## src/rtl/spi_flash_read_engine.sv

```systemverilog
// SPI flash single-word READ (0x03) engine, SPI mode 0.
// Shifts out opcode+address, captures a 32-bit word and returns it with a one-cycle read_done strobe.
module spi_flash_read_engine #(
  parameter int unsigned CLK_DIV  = 2,
  parameter logic [7:0]  CMD_READ = 8'h03,
  parameter int unsigned T_DESEL  = 4
) (
  input  logic        clk,
  input  logic        rst_n,
  input  logic        read_valid,
  input  logic [23:0] paddr_valid,
  output logic [31:0] prdata_valid,
  output logic        read_done,
  output logic        busy,
  output logic        spi_cs_n,
  output logic        spi_sclk,
  output logic        spi_mosi,
  input  logic        spi_miso
);

  localparam int unsigned HC_W   = 8;
  localparam int unsigned BC_W   = 7;
  localparam int unsigned WORD_W = 32;
  localparam int unsigned N_BITS = 64;

  localparam logic [HC_W-1:0] HALF_RELOAD  = HC_W'(CLK_DIV - 1);
  localparam logic [HC_W-1:0] DESEL_RELOAD = HC_W'(T_DESEL - 1);
  localparam logic [BC_W-1:0] LAST_BIT     = BC_W'(N_BITS - 1);

  typedef enum logic [2:0] {
    IDLE  = 3'd0,
    SETUP = 3'd1,
    SHIFT = 3'd2,
    HOLD  = 3'd3,
    DESEL = 3'd4
  } state_t;

  state_t              state, state_nxt;
  logic [HC_W-1:0]     half_cnt, half_cnt_nxt;
  logic [BC_W-1:0]     bit_cnt, bit_cnt_nxt;
  logic [WORD_W-1:0]   tx_shift, tx_shift_nxt;
  logic [WORD_W-1:0]   rx_shift, rx_shift_nxt;
  logic [WORD_W-1:0]   prdata_nxt;
  logic                cs_n_nxt, sclk_nxt, mosi_nxt, done_nxt, busy_nxt;
  logic                phase_end;

  // half_cnt counts remaining cycles of the current phase; zero marks its last cycle
  assign phase_end = (half_cnt == '0);

  // State and registered outputs
  always_ff @(posedge clk or negedge rst_n) begin
    if (!rst_n) begin
      state        <= IDLE;
      half_cnt     <= '0;
      bit_cnt      <= '0;
      tx_shift     <= '0;
      rx_shift     <= '0;
      prdata_valid <= '0;
      read_done    <= 1'b0;
      busy         <= 1'b0;
      spi_cs_n     <= 1'b1;
      spi_sclk     <= 1'b0;
      spi_mosi     <= 1'b0;
    end else begin
      state        <= state_nxt;
      half_cnt     <= half_cnt_nxt;
      bit_cnt      <= bit_cnt_nxt;
      tx_shift     <= tx_shift_nxt;
      rx_shift     <= rx_shift_nxt;
      prdata_valid <= prdata_nxt;
      read_done    <= done_nxt;
      busy         <= busy_nxt;
      spi_cs_n     <= cs_n_nxt;
      spi_sclk     <= sclk_nxt;
      spi_mosi     <= mosi_nxt;
    end
  end

  // Next-state decode
  always_comb begin
    state_nxt = state;
    case (state)
      IDLE:    if (read_valid) state_nxt = SETUP;
      SETUP:   if (phase_end) state_nxt = SHIFT;
      SHIFT:   if (phase_end && spi_sclk && (bit_cnt == LAST_BIT)) state_nxt = HOLD;
      HOLD:    if (phase_end) state_nxt = DESEL;
      DESEL:   if (phase_end) state_nxt = IDLE;
      default: state_nxt = IDLE;
    endcase
  end

  // Datapath and output next values
  always_comb begin
    half_cnt_nxt = half_cnt;
    bit_cnt_nxt  = bit_cnt;
    tx_shift_nxt = tx_shift;
    rx_shift_nxt = rx_shift;
    prdata_nxt   = prdata_valid;
    cs_n_nxt     = spi_cs_n;
    sclk_nxt     = spi_sclk;
    mosi_nxt     = spi_mosi;
    done_nxt     = 1'b0;
    busy_nxt     = (state_nxt != IDLE);
    case (state)
      IDLE: begin
        if (read_valid) begin
          tx_shift_nxt = {CMD_READ, paddr_valid};
          rx_shift_nxt = '0;
          half_cnt_nxt = HALF_RELOAD;
          bit_cnt_nxt  = '0;
          cs_n_nxt     = 1'b0;
          sclk_nxt     = 1'b0;
          mosi_nxt     = CMD_READ[7];
        end
      end
      SETUP: begin
        half_cnt_nxt = phase_end ? HALF_RELOAD : half_cnt - HC_W'(1);
      end
      SHIFT: begin
        if (phase_end) begin
          half_cnt_nxt = HALF_RELOAD;
          if (!spi_sclk) begin
            sclk_nxt     = 1'b1;
            rx_shift_nxt = {rx_shift[WORD_W-2:0], spi_miso};
          end else begin
            // tx_shift drains to zero after 32 shifts, so MOSI idles low for the data phase
            sclk_nxt     = 1'b0;
            tx_shift_nxt = {tx_shift[WORD_W-2:0], 1'b0};
            mosi_nxt     = tx_shift[WORD_W-2];
            bit_cnt_nxt  = (bit_cnt == LAST_BIT) ? '0 : bit_cnt + BC_W'(1);
          end
        end else begin
          half_cnt_nxt = half_cnt - HC_W'(1);
        end
      end
      HOLD: begin
        if (phase_end) begin
          half_cnt_nxt = DESEL_RELOAD;
          cs_n_nxt     = 1'b1;
          prdata_nxt   = rx_shift;
          done_nxt     = 1'b1;
        end else begin
          half_cnt_nxt = half_cnt - HC_W'(1);
        end
      end
      DESEL: begin
        if (!phase_end) half_cnt_nxt = half_cnt - HC_W'(1);
      end
      default: ;
    endcase
  end

endmodule

```

## config.mk

```make
export PLATFORM = sky130hd
export DESIGN_NAME = spi_flash_read_engine
export DESIGN_NICKNAME = d
export VERILOG_FILES = /design/src/rtl/spi_flash_read_engine.sv
export SDC_FILE = /design/constraint.sdc
export NUM_CORES = 1
export LEC_CHECK = 0
export ABC_CLOCK_PERIOD_IN_PS = 3300
export CAP_MARGIN = 30
export CORE_ASPECT_RATIO = 0.75
export CORE_MARGIN = 3
export CORE_UTILIZATION = 45
export DETAILED_ROUTE_END_ITERATION = 10
export PLACE_DENSITY = 0.67
export SETUP_SLACK_MARGIN = 0.02
export SLEW_MARGIN = 20
export SYNTH_ARGS = -nofsm -noshare
export SYNTH_HDL_FRONTEND = slang
export SYNTH_SLANG_ARGS = --single-unit
```

## constraint.sdc

```tcl
create_clock -name clk -period 3.3 [get_ports clk]
set_input_delay 0.66 -clock clk [delete_from_list [all_inputs] [get_ports clk]]
set_output_delay 0.66 -clock clk [all_outputs]
set_load 0.05 [all_outputs]
```

==> impl_metrics.py, run 1 <==
metrics = {
    "synth": {
        "avgSynthCellArea_um2": 9.292,
        "synth-main-ff-cell": "dfrtp_1",
        "synthTopCellsByCount": "dfrtp_1, nand2_1, o21ai_0",
        "synth_cell_types": 47,
        "synth-xor-area-share_pct": 1.208,
        "synthMuxAreaShare_pct": 0.2219,
        "synth_most_common_cell": "dfrtp_1",
        "synth-seq-area-share_pct": 58.22,
        "synth_area_leader_cell": "dfrtp_1",
        "syn-num-nets": 577,
        "synth_top_family_by_area": "simple AND/OR/NAND/NOR gates",
        "yosys-top-cells-area": "dfrtp_1, nand2_1, o21ai_0",
        "synthesis.area_um2": 5074,
        "synth_top_cell_area_share_pct": 57.71,
        "synth-simple-area-share_pct": 18.18,
        "synth_cells": 546,
        "synthArstFlopShare_pct": 100.0,
        "synth-edff-count": 0,
        "synth_warnings": 0,
        "synth_compound_area_share_pct": 14.99,
        "synth.ff_latch_count": 118,
        "synth_fa_ha_area_share_pct": 0.7398,
    },
    "detailed_routing": {
        "drt-total-wl_um": 10250,
        "vias": 3875,
        "first_iter_violations": 256,
        "drt-pass1-iter-count": 4,
        "wl_per_cell_um": 13.64,
        "avgViaCountPerCell": 5.160,
        "ant_nets": 0,
        "post-route-drc-count": 0,
    },
    "timing": {
        "slew_viol_final": 0,
        "fmax_ghz": 0.3931,
        "worst_pin_slew_ps": 753.7,
        "finalHoldViolCount": 0,
        "rsz0062_at_grt": "no",
        "setup_violations": 0,
        "whs_ps": 244.1,
        "finalCritPeriodShare_pct": 77.08,
        "slew-limit-headroom_pct": 49.75,
        "clock_skew_ps": 5.398,
        "finalSetupTns_ps": 0,
        "finalCriticalPeriod_ps": 2544,
    },
    "worst_setup_path": {
        "crit_path_start_kind": "flop",
        "crit_path_top_delay_cell": "or4_1",
        "end_kind": "flop",
        "r2r_start": "half_cnt[2]",
        "cpPeakStageDelay_ps": 750,
        "rr_endpoint": "rx_shift[19]",
        "reg2reg_depth": 6,
        "cp_max_fo": 34,
        "crit_type": "flop to flop",
        "r2r_slack_ps": 760,
        "crit_arrival_ps": 2850,
        "cp.required_ps": 3610,
        "cp_cell_sequence": "or4_1, nor4_1, o21a_2, buf_12, nand3_1, o21ai_0",
    },
    "place": {
        "place.port_buffers": 64,
        "place.gp.congestion": 0.8836,
        "hpwl_um": 6613,
        "placed_cell_area_um2": 5818,
        "dp.cells": 719,
    },
    "floorplanning": {
        "initial_utilization_pct": 47.64,
        "core-area_um2": 10650,
        "dieArea_um2": 12600,
        "dieHeight_um": 97.96,
        "fp.dieW_um": 128.6,
        "rows": 32,
        "io-pin-count": 65,
    },
    "power": {
        "powerDensity_nw_per_um2": 966.6,
        "vdd_drop_max_uv": 355.9,
        "p_leak_nw": 2.792,
        "p_total_w": 0.006209,
    },
    "clock_tree": {
        "worstSkewPairLatency_ps": 400,
        "clockRootBuffer": "clkbuf_16",
        "cts_hold_buf": 0,
        "h-tree-depth": 4,
        "cts_setup_buffers": 0,
        "clock-sinks": 118,
        "cts.path.max_buffers": 2,
        "cts_tree": "yes",
        "cts_made_buffers": 17,
        "clk_pin_slew_ps": 60,
        "cts_resized": 0,
    },
    "flow_run": {
        "max_cap_viol_count": 0,
    },
    "final_layout": {
        "fillers": 892,
        "syn_to_final_growth_pct": 26.61,
        "diodes": 0,
        "final_nets": 633,
        "drive_gt1_share_pct": 8.780,
        "final_area_um2": 6424,
        "fin_cells": 751,
    },
    "run_status": {
        "outcome": "completed",
    },
    "grt": {
        "grt_max_degree": 66,
        "track_usage_pct": 17.31,
        "gr-total-overflow": 0,
        "grt_pass1_vias": 3792,
        "grt_pass1_wl_um": 17920,
        "antenna_found_initial": 0,
    },
    "hold_path": {
        "hold_class": "input pin to asynchronous set/reset pin",
    },
}
area by class of cell:
cell class                 count  area (um2)  area share (%)
multi-input combinational    353        1804           28.09
sequential                   118        2954           45.99
clock inverter                15       180.2           2.805
timing repair buffer          73       743.2           11.57
inverter                      39       146.4           2.279
tap                          136       170.2           2.649
clock buffer                  17       425.4           6.623
logic make-up (layout without fill, tap and decap cells):
group | count (synthesis) | count (layout)
AOI/OAI and AO/OA | 131 | 131
DFF | 118 | 118
muxes | 1 | 1
and+or+nand+nor | 211 | 211
adders and majority gates | 3 | 3
buffers and inverters | 75 | 144
xor gates and xnor gates | 7 | 7
per-stage QoR:
stage	setup WS, ps	util (%)
floorplan	1246	-
global placement	876.7	54.63
detailed placement	742.2	54.63
CTS	738.8	60.31
global route	558.0	60.31
finish	756.2	60.31
power by group:
group	leakage [nW]	switching [W]	total (W)	internal, W
Sequential	1.53	0.000348	0.00232	0.00197
Clock	0.277	0.000678	0.00187	0.00119
Combinational	0.989	0.00132	0.00203	0.000704
registers in the layout (all words and copies together) (netlist names):
name,flops
state,3
tx_shift,31
spi_sclk,1
spi_mosi,1
bit_cnt,7
busy,1
spi_cs_n,1
half_cnt,8
rx_shift,32
read_done,1
prdata_valid,32
per-layer routing:
layer | global-route usage, % | routed length [um] | vias to the layer above | part of all wire (%)
met5 | 0 | 0 | - | 0
met4 | 4.600 | 27 | 0 | 0.26
met3 | 4.866 | 496 | 2 | 4.8
met2 | 25.57 | 4588 | 86 | 45
met1 | 25.24 | 5135 | 1826 | 50
li1 | - | - | 1961 | -
worst max-delay path by stage:
stage,cells after the start,start,end
floorplan,7,half_cnt[0],half_cnt[1]
detailed placement,6,half_cnt[2],rx_shift[19]
global route,6,half_cnt[2],rx_shift[11]
global placement,6,read_valid,rx_shift[9]
finish,6,half_cnt[2],rx_shift[19]
CTS,6,half_cnt[2],rx_shift[19]
critical path, delay by kind of cell (launching register included):
family          cells  cell delay [ps]
buf+inv             1              240
flops               1              410
compound gates      2              600
simple gates        3             1190
cells in the final DEF (no fill, tap or decap), types with 7 or more instances in the layout:
master / n
dfrtp_1: 117
nand2_1: 109
o21ai_0: 78
clkdlybuf4s50_1: 63
nand3_1: 44
inv_1: 39
nor2_1: 34
a31oi_1: 24
clkbuf_16: 17
xnor2_1: 7
buf_4: 7
(Power assumes the default switching activity.)
==> run 2, diff against run 1 <==
--- a/config.mk
+++ b/config.mk
@@ -5,13 +5,13 @@
 export SDC_FILE = /design/constraint.sdc
 export NUM_CORES = 1
 export LEC_CHECK = 0
-export ABC_CLOCK_PERIOD_IN_PS = 3300
+export ABC_CLOCK_PERIOD_IN_PS = 2200
 export CAP_MARGIN = 30
 export CORE_ASPECT_RATIO = 0.75
 export CORE_MARGIN = 3
 export CORE_UTILIZATION = 45
 export DETAILED_ROUTE_END_ITERATION = 10
-export PLACE_DENSITY = 0.67
+export PLACE_DENSITY = 0.7
 export SETUP_SLACK_MARGIN = 0.02
 export SLEW_MARGIN = 20
 export SYNTH_ARGS = -nofsm -noshare
==> constraint.sdc (replaced) <==
create_clock -name clk -period 2.2 [get_ports clk]
set_input_delay 0.44 -clock clk [delete_from_list [all_inputs] [get_ports clk]]
set_output_delay 0.44 -clock clk [all_outputs]
set_load 0.05 [all_outputs]
==> run 2 against run 1 <==
Against the previous run:
- global-route usage up 0.17 points
- highest routed layer unchanged
- die area unchanged
- register-to-register slack worse by 680 ps
- critical endpoint is now half_cnt[1]
- clock skew up 0.94 ps
- worst setup slack worse by 680 ps
- maximum frequency up 20%
- core utilization up 1.7 points
- combinational power up 62%
- worst hold slack better by 220 ps
- final cell count up 2.3%
==> impl_metrics.py, run 2 (synthesized netlist as in run 1, its figures left out) <==
metrics = {
    "run_status": {
        "outcome": "completed",
    },
    "worst_setup_path": {
        "crit_buf_inv": 1,
        "path_delay_family": "simple AND/OR/NAND/NOR gates",
        "crit_type": "flop to flop",
        "end_kind": "flop",
        "cp.required_ps": 2490,
        "r2r_start": "half_cnt[0]",
        "crit_path_top_delay_cell": "or3b_4",
        "reg2reg_depth": 7,
        "crit_arrival_ps": 2410,
        "cpPeakStageDelay_ps": 440,
        "rr_endpoint": "half_cnt[1]",
        "crit_path_start_kind": "flop",
        "cp_max_fo": 5,
        "r2r_slack_ps": 80,
        "cp_cell_sequence": "inv_1, ha_1, or3b_4, or2_2, a21boi_1, o32ai_1, mux2_2",
    },
    "power": {
        "vdd_drop_max_uv": 630.9,
        "p_int_w": 0.005759,
        "p_comb_share_pct": 35.1,
        "powerDensity_nw_per_um2": 1414,
        "p_total_w": 0.009343,
        "p_sw_share_pct": 38.36,
        "clkPwrFrac_pct": 27.7,
        "power_switching_w": 0.003584,
        "p_leak_nw": 2.902,
        "power_frac_seq_pct": 37.3,
    },
    "final_layout": {
        "final_nets": 650,
        "syn_to_final_growth_pct": 30.26,
        "layout_common_cells": "dfrtp_1, nand2_1, o21ai_0",
        "drive_gt1_share_pct": 11.39,
        "fin_cells": 768,
        "reg_top3": "prdata_valid (32), rx_shift (32), tx_shift (31)",
        "final_common_cell": "dfrtp_1",
        "diodes": 0,
        "fillers": 847,
        "final_util_pct": 62.05,
    },
    "detailed_routing": {
        "avgViaCountPerCell": 5.283,
        "vias": 4057,
        "drt-total-wl_um": 10860,
        "first_iter_violations": 293,
        "post-route-drc-count": 0,
        "wl_per_cell_um": 14.14,
        "drt-pass1-iter-count": 5,
        "ant_nets": 0,
    },
    "place": {
        "place.port_buffers": 64,
        "hpwl_um": 6819,
        "place.gp.congestion": 0.8427,
        "dp.cells": 728,
    },
    "hold_path": {
        "holdPathEnd": "tx_shift[24]",
        "worstHoldPathCells": 2,
        "hold_class": "flop to flop",
        "hold_path.startpoint": "tx_shift[24]",
    },
    "flow_run": {
        "max_cap_viol_count": 0,
    },
    "timing": {
        "worst_pin_slew_ps": 514.4,
        "clock_skew_ps": 6.339,
        "finalHoldViolCount": 0,
        "finalCritPeriodShare_pct": 96.55,
        "setup_violations": 0,
        "slew-limit-headroom_pct": 65.60,
        "slew_viol_final": 0,
        "whs_ps": 460.5,
        "finalCriticalPeriod_ps": 2124,
        "fmax_ghz": 0.4708,
        "rsz0062_at_grt": "yes",
    },
    "clock_tree": {
        "clk_pin_slew_ps": 60,
        "cts_made_buffers": 17,
        "clockRootBuffer": "clkbuf_16",
        "worstSkewPairLatency_ps": 410,
        "cts.path.max_buffers": 2,
        "h-tree-depth": 4,
        "cts_tree": "yes",
        "clock-sinks": 118,
    },
    "grt": {
        "antenna_found_initial": 0,
        "grt_pass1_vias": 3839,
        "gr-total-overflow": 0,
        "track_usage_pct": 17.47,
        "grt_pass1_wl_um": 17820,
        "grt_max_degree": 58,
    },
    "floorplanning": {
        "io-pin-count": 65,
        "dieHeight_um": 97.96,
        "initial_utilization_pct": 47.64,
        "fp.dieW_um": 128.6,
        "dieArea_um2": 12600,
        "core-area_um2": 10650,
        "rows": 32,
    },
}
## run 2: what timing repair did
action                                 in CTS  in global routing
pin swaps                                   0                  0
hold buffers                                1                  0
resized for setup                           4                  1
endpoints found under the hold margin      30                  0
cloned                                      0                  4
setup buffers                               0                  2
setup endpoints to repair                  12                 63
## run 2: worst max path at each step
stage | startpoint | to | cells after the start
after detailed placement | half_cnt[0] | half_cnt[1] | 7
after floorplan | half_cnt[0] | half_cnt[1] | 7
final | half_cnt[0] | half_cnt[1] | 7
after global routing | half_cnt[1] | rx_shift[19] | 8
after global placement | half_cnt[0] | half_cnt[1] | 7
after CTS | half_cnt[0] | half_cnt[1] | 7
## run 2: worst register-to-register path, delay by kind of cell, from the launching register on
family | cells | cell delay (ps)
AO/OA/AOI/OAI | 2 | 260
AND/OR/NAND/NOR | 2 | 790
buffers and inverters | 1 | 110
adder cells (fa/ha/maj) | 1 | 180
flip-flops | 1 | 400
multiplexers | 1 | 270
## run 2: layout make-up
type                       count  area (um2)  share of cell area (%)
clock buffer                  18       439.2                   6.645
clock inverter                14       126.4                   1.912
inverter                      39       146.4                   2.215
multi-input combinational    353        1810                   27.39
sequential                   118        2954                   44.70
tap                          136       170.2                   2.575
timing repair buffer          90       962.2                   14.56
## run 2: routing by layer
metal / GRT usage (%) / routed length, um / part of all wire, %
met1: 23.70 / 5155 / 47
met2: 26.77 / 4993 / 46
met3: 5.741 / 635 / 5.8
met4: 5.569 / 77 / 0.71
met5: 0 / 0 / 0
## run 2: metrics by stage
stage / setup slack [ps] / TNS [ps] / instance area (um2)
6_report: 75.82 / 0 / 6609
5_1_grt: -21.92 / -66.17 / 6609
4_1_cts: 27.76 / 0 / 6490
3_5_place_dp: -60.54 / -63.33 / 5911
3_3_place_gp: 36.98 / 0 / 5911
2_1_floorplan: 146.4 / 0 / 5074
## run 2: power by group through the flow
stage / combinational (W) / sequential (W) / clock, W
6_report: 0.00328 / 0.00348 / 0.00259
5_1_grt: 0.00361 / 0.00358 / 0.00276
4_1_cts: 0.00315 / 0.00347 / 0.00265
3_5_place_dp: 0.00312 / 0.00349 / 0
3_3_place_gp: 0.00302 / 0.00345 / 0
2_1_floorplan: 0.00172 / 0.00392 / 0
==> run 3, diff against run 2 <==
--- a/config.mk
+++ b/config.mk
@@ -11,8 +11,8 @@
 export CORE_MARGIN = 3
 export CORE_UTILIZATION = 45
 export DETAILED_ROUTE_END_ITERATION = 10
-export PLACE_DENSITY = 0.7
-export SETUP_SLACK_MARGIN = 0.02
+export DONT_BUFFER_PORTS = 1
+export SETUP_SLACK_MARGIN = 0.15
 export SLEW_MARGIN = 20
 export SYNTH_ARGS = -nofsm -noshare
 export SYNTH_HDL_FRONTEND = slang
==> run 3 against run 2 <==
Against the previous run:
- the flow now finishes with violations (negative hold slack)
- worst setup slack got worse by 9.7 ps
- critical path depth did not move
- flip-flop and latch count did not move
- non-clock buffer count fell by 40
- core utilization rose by 2.4 points
- largest cell class unchanged
- design area rose by 3.9%
- via count rose by 0.12%
- final cell count fell by 5.1%
- count of clock-buffer cells in the layout did not move
- register-to-register slack barely moved
==> impl_metrics.py, run 3 (synthesized netlist as in run 1, its figures left out) <==
metrics = {
    "worst_setup_path": {
        "crit_arrival_ps": 2450,
        "end_kind": "flop",
        "cp_max_fo": 12,
        "crit_type": "flop to flop",
        "crit_path_start_kind": "flop",
        "cp.required_ps": 2510,
    },
    "place": {
        "dp.cells": 665,
        "placed_cell_area_um2": 5270,
        "place.port_buffers": 0,
        "hpwl_um": 6454,
        "place.gp.congestion": 0.7988,
    },
    "grt": {
        "gr-total-overflow": 0,
        "grt_pass1_vias": 3658,
        "track_usage_pct": 17.72,
        "antenna_found_initial": 0,
        "grt_pass1_wl_um": 17930,
        "grt_max_degree": 119,
    },
    "run_status": {
        "violations": "negative hold slack",
        "outcome": "complete, but fails checks",
    },
    "detailed_routing": {
        "first_iter_violations": 296,
        "post-route-drc-count": 0,
        "wl_per_cell_um": 18.39,
        "avgViaCountPerCell": 5.572,
        "drt-total-wl_um": 13410,
        "vias": 4062,
        "ant_nets": 0,
        "drt-pass1-iter-count": 5,
    },
    "floorplanning": {
        "io-pin-count": 65,
        "core-area_um2": 10650,
        "dieArea_um2": 12600,
        "rows": 32,
        "dieHeight_um": 97.96,
        "initial_utilization_pct": 47.64,
        "fp.dieW_um": 128.6,
    },
    "timing": {
        "whs_ps": -273.5,
        "fmax_ghz": 0.4686,
        "setup_violations": 0,
        "rsz0062_at_grt": "yes",
        "finalHoldViolCount": 118,
        "finalCritPeriodShare_pct": 96.99,
        "worst_pin_slew_ps": 608.1,
        "clock_skew_ps": 10.59,
        "slew_viol_final": 0,
        "finalCriticalPeriod_ps": 2134,
        "slew-limit-headroom_pct": 59.12,
    },
    "power": {
        "p_leak_nw": 2.985,
        "powerDensity_nw_per_um2": 1492,
        "vdd_drop_max_uv": 689.5,
    },
    "final_layout": {
        "fin_cells": 729,
        "final_area_um2": 6869,
        "ff_latch_area_um2": 2955,
        "diodes": 0,
        "fillers": 847,
        "reg_top3": "prdata_valid (32), rx_shift (32), tx_shift (31)",
        "final_nets": 611,
        "multi_input_area_um2": 2220,
        "layout_common_cells": "dfrtp_1, nand2_1, o21ai_0",
        "syn_to_final_growth_pct": 35.39,
        "drive_gt1_share_pct": 28.50,
        "final_common_cell": "dfrtp_1",
    },
    "clock_tree": {
        "h-tree-depth": 4,
        "clockRootBuffer": "clkbuf_16",
        "cts.path.max_buffers": 2,
        "clk_pin_slew_ps": 60,
        "cts_made_buffers": 17,
        "worstSkewPairLatency_ps": 410,
        "cts_tree": "yes",
        "clock-sinks": 118,
    },
    "hold_path": {
        "hold_class": "input pin to asynchronous set/reset pin",
    },
    "flow_run": {
        "max_cap_viol_count": 0,
    },
}
==> run 3: layout make-up <==
type / count / share of cell area (%)
clock buffer: 18 / 6.393
clock inverter: 14 / 2.568
inverter: 39 / 2.131
multi-input combinational: 354 / 32.31
sequential: 118 / 43.02
tap: 136 / 2.477
timing repair buffer: 50 / 11.09
==> run 3: power breakdown <==
group          switching (W)  total [W]  leakage (nW)  internal, W
registers            0.00116    0.00410          1.52      0.00294
logic                0.00185    0.00330          1.16      0.00145
clock network        0.00103    0.00285         0.296      0.00182
==> run 3: worst max-delay path, stage by stage, from the launching register on <==
cell,delay (ps)
dfrtp_1,380
or4_4,590
buf_6,150
nor4_4,250
o21a_4,280
buf_12,170
nand3_1,90
o21ai_0,120
==> run 3: layer usage <==
layer	track usage (%)	vias up	part of all wire (%)	wire, um
met5	0	-	0	0
met4	5.165	0	0.31	42
met3	5.686	4	5.8	784
met2	26.21	130	47	6319
met1	25.17	2007	47	6260
li1	-	1921	-	-
==> run 3: worst paths after layout <==
kind / start / end / slack [ps] / cells after the start
max: half_cnt[2] / rx_shift[11] / 70 / 7
min: rst_n / tx_shift[14] / -270 / 0
max reg2reg: half_cnt[2] / rx_shift[11] / 70 / 7
min reg2reg: tx_shift[25] / tx_shift[25] / 470 / 2
max in group asynchronous: rst_n / spi_cs_n / 2260 / 0
min in group clk: paddr_valid[0] / tx_shift[0] / 150 / 2
==> run 3: timing repair <==
action / CTS / global route
pin swaps: 2 / 10
endpoints found under the setup margin: 48 / 101
gates resized for setup: 6 / 136
hold endpoints to repair: 118 / 118
cloned: 1 / 19
buffers inserted: 5 / 7
==> run 3: stage by stage <==
step | TNS [ps] | hold slack, ps | utilization [%] | setup WS [ps] | total power [W]
after floorplan | 0 | 144.4 | - | 195.3 | 0.005644
after global placement | 0 | 149.8 | 49.48 | 106.8 | 0.006213
after CTS | 0 | -287.8 | 56.11 | 153.1 | 0.009315
after global routing | -20.51 | -293.3 | 64.50 | -20.51 | 0.01085
final | 0 | -273.5 | 64.50 | 66.15 | 0.01025
after detailed placement | 0 | 150.4 | 49.48 | 28.53 | 0.006310
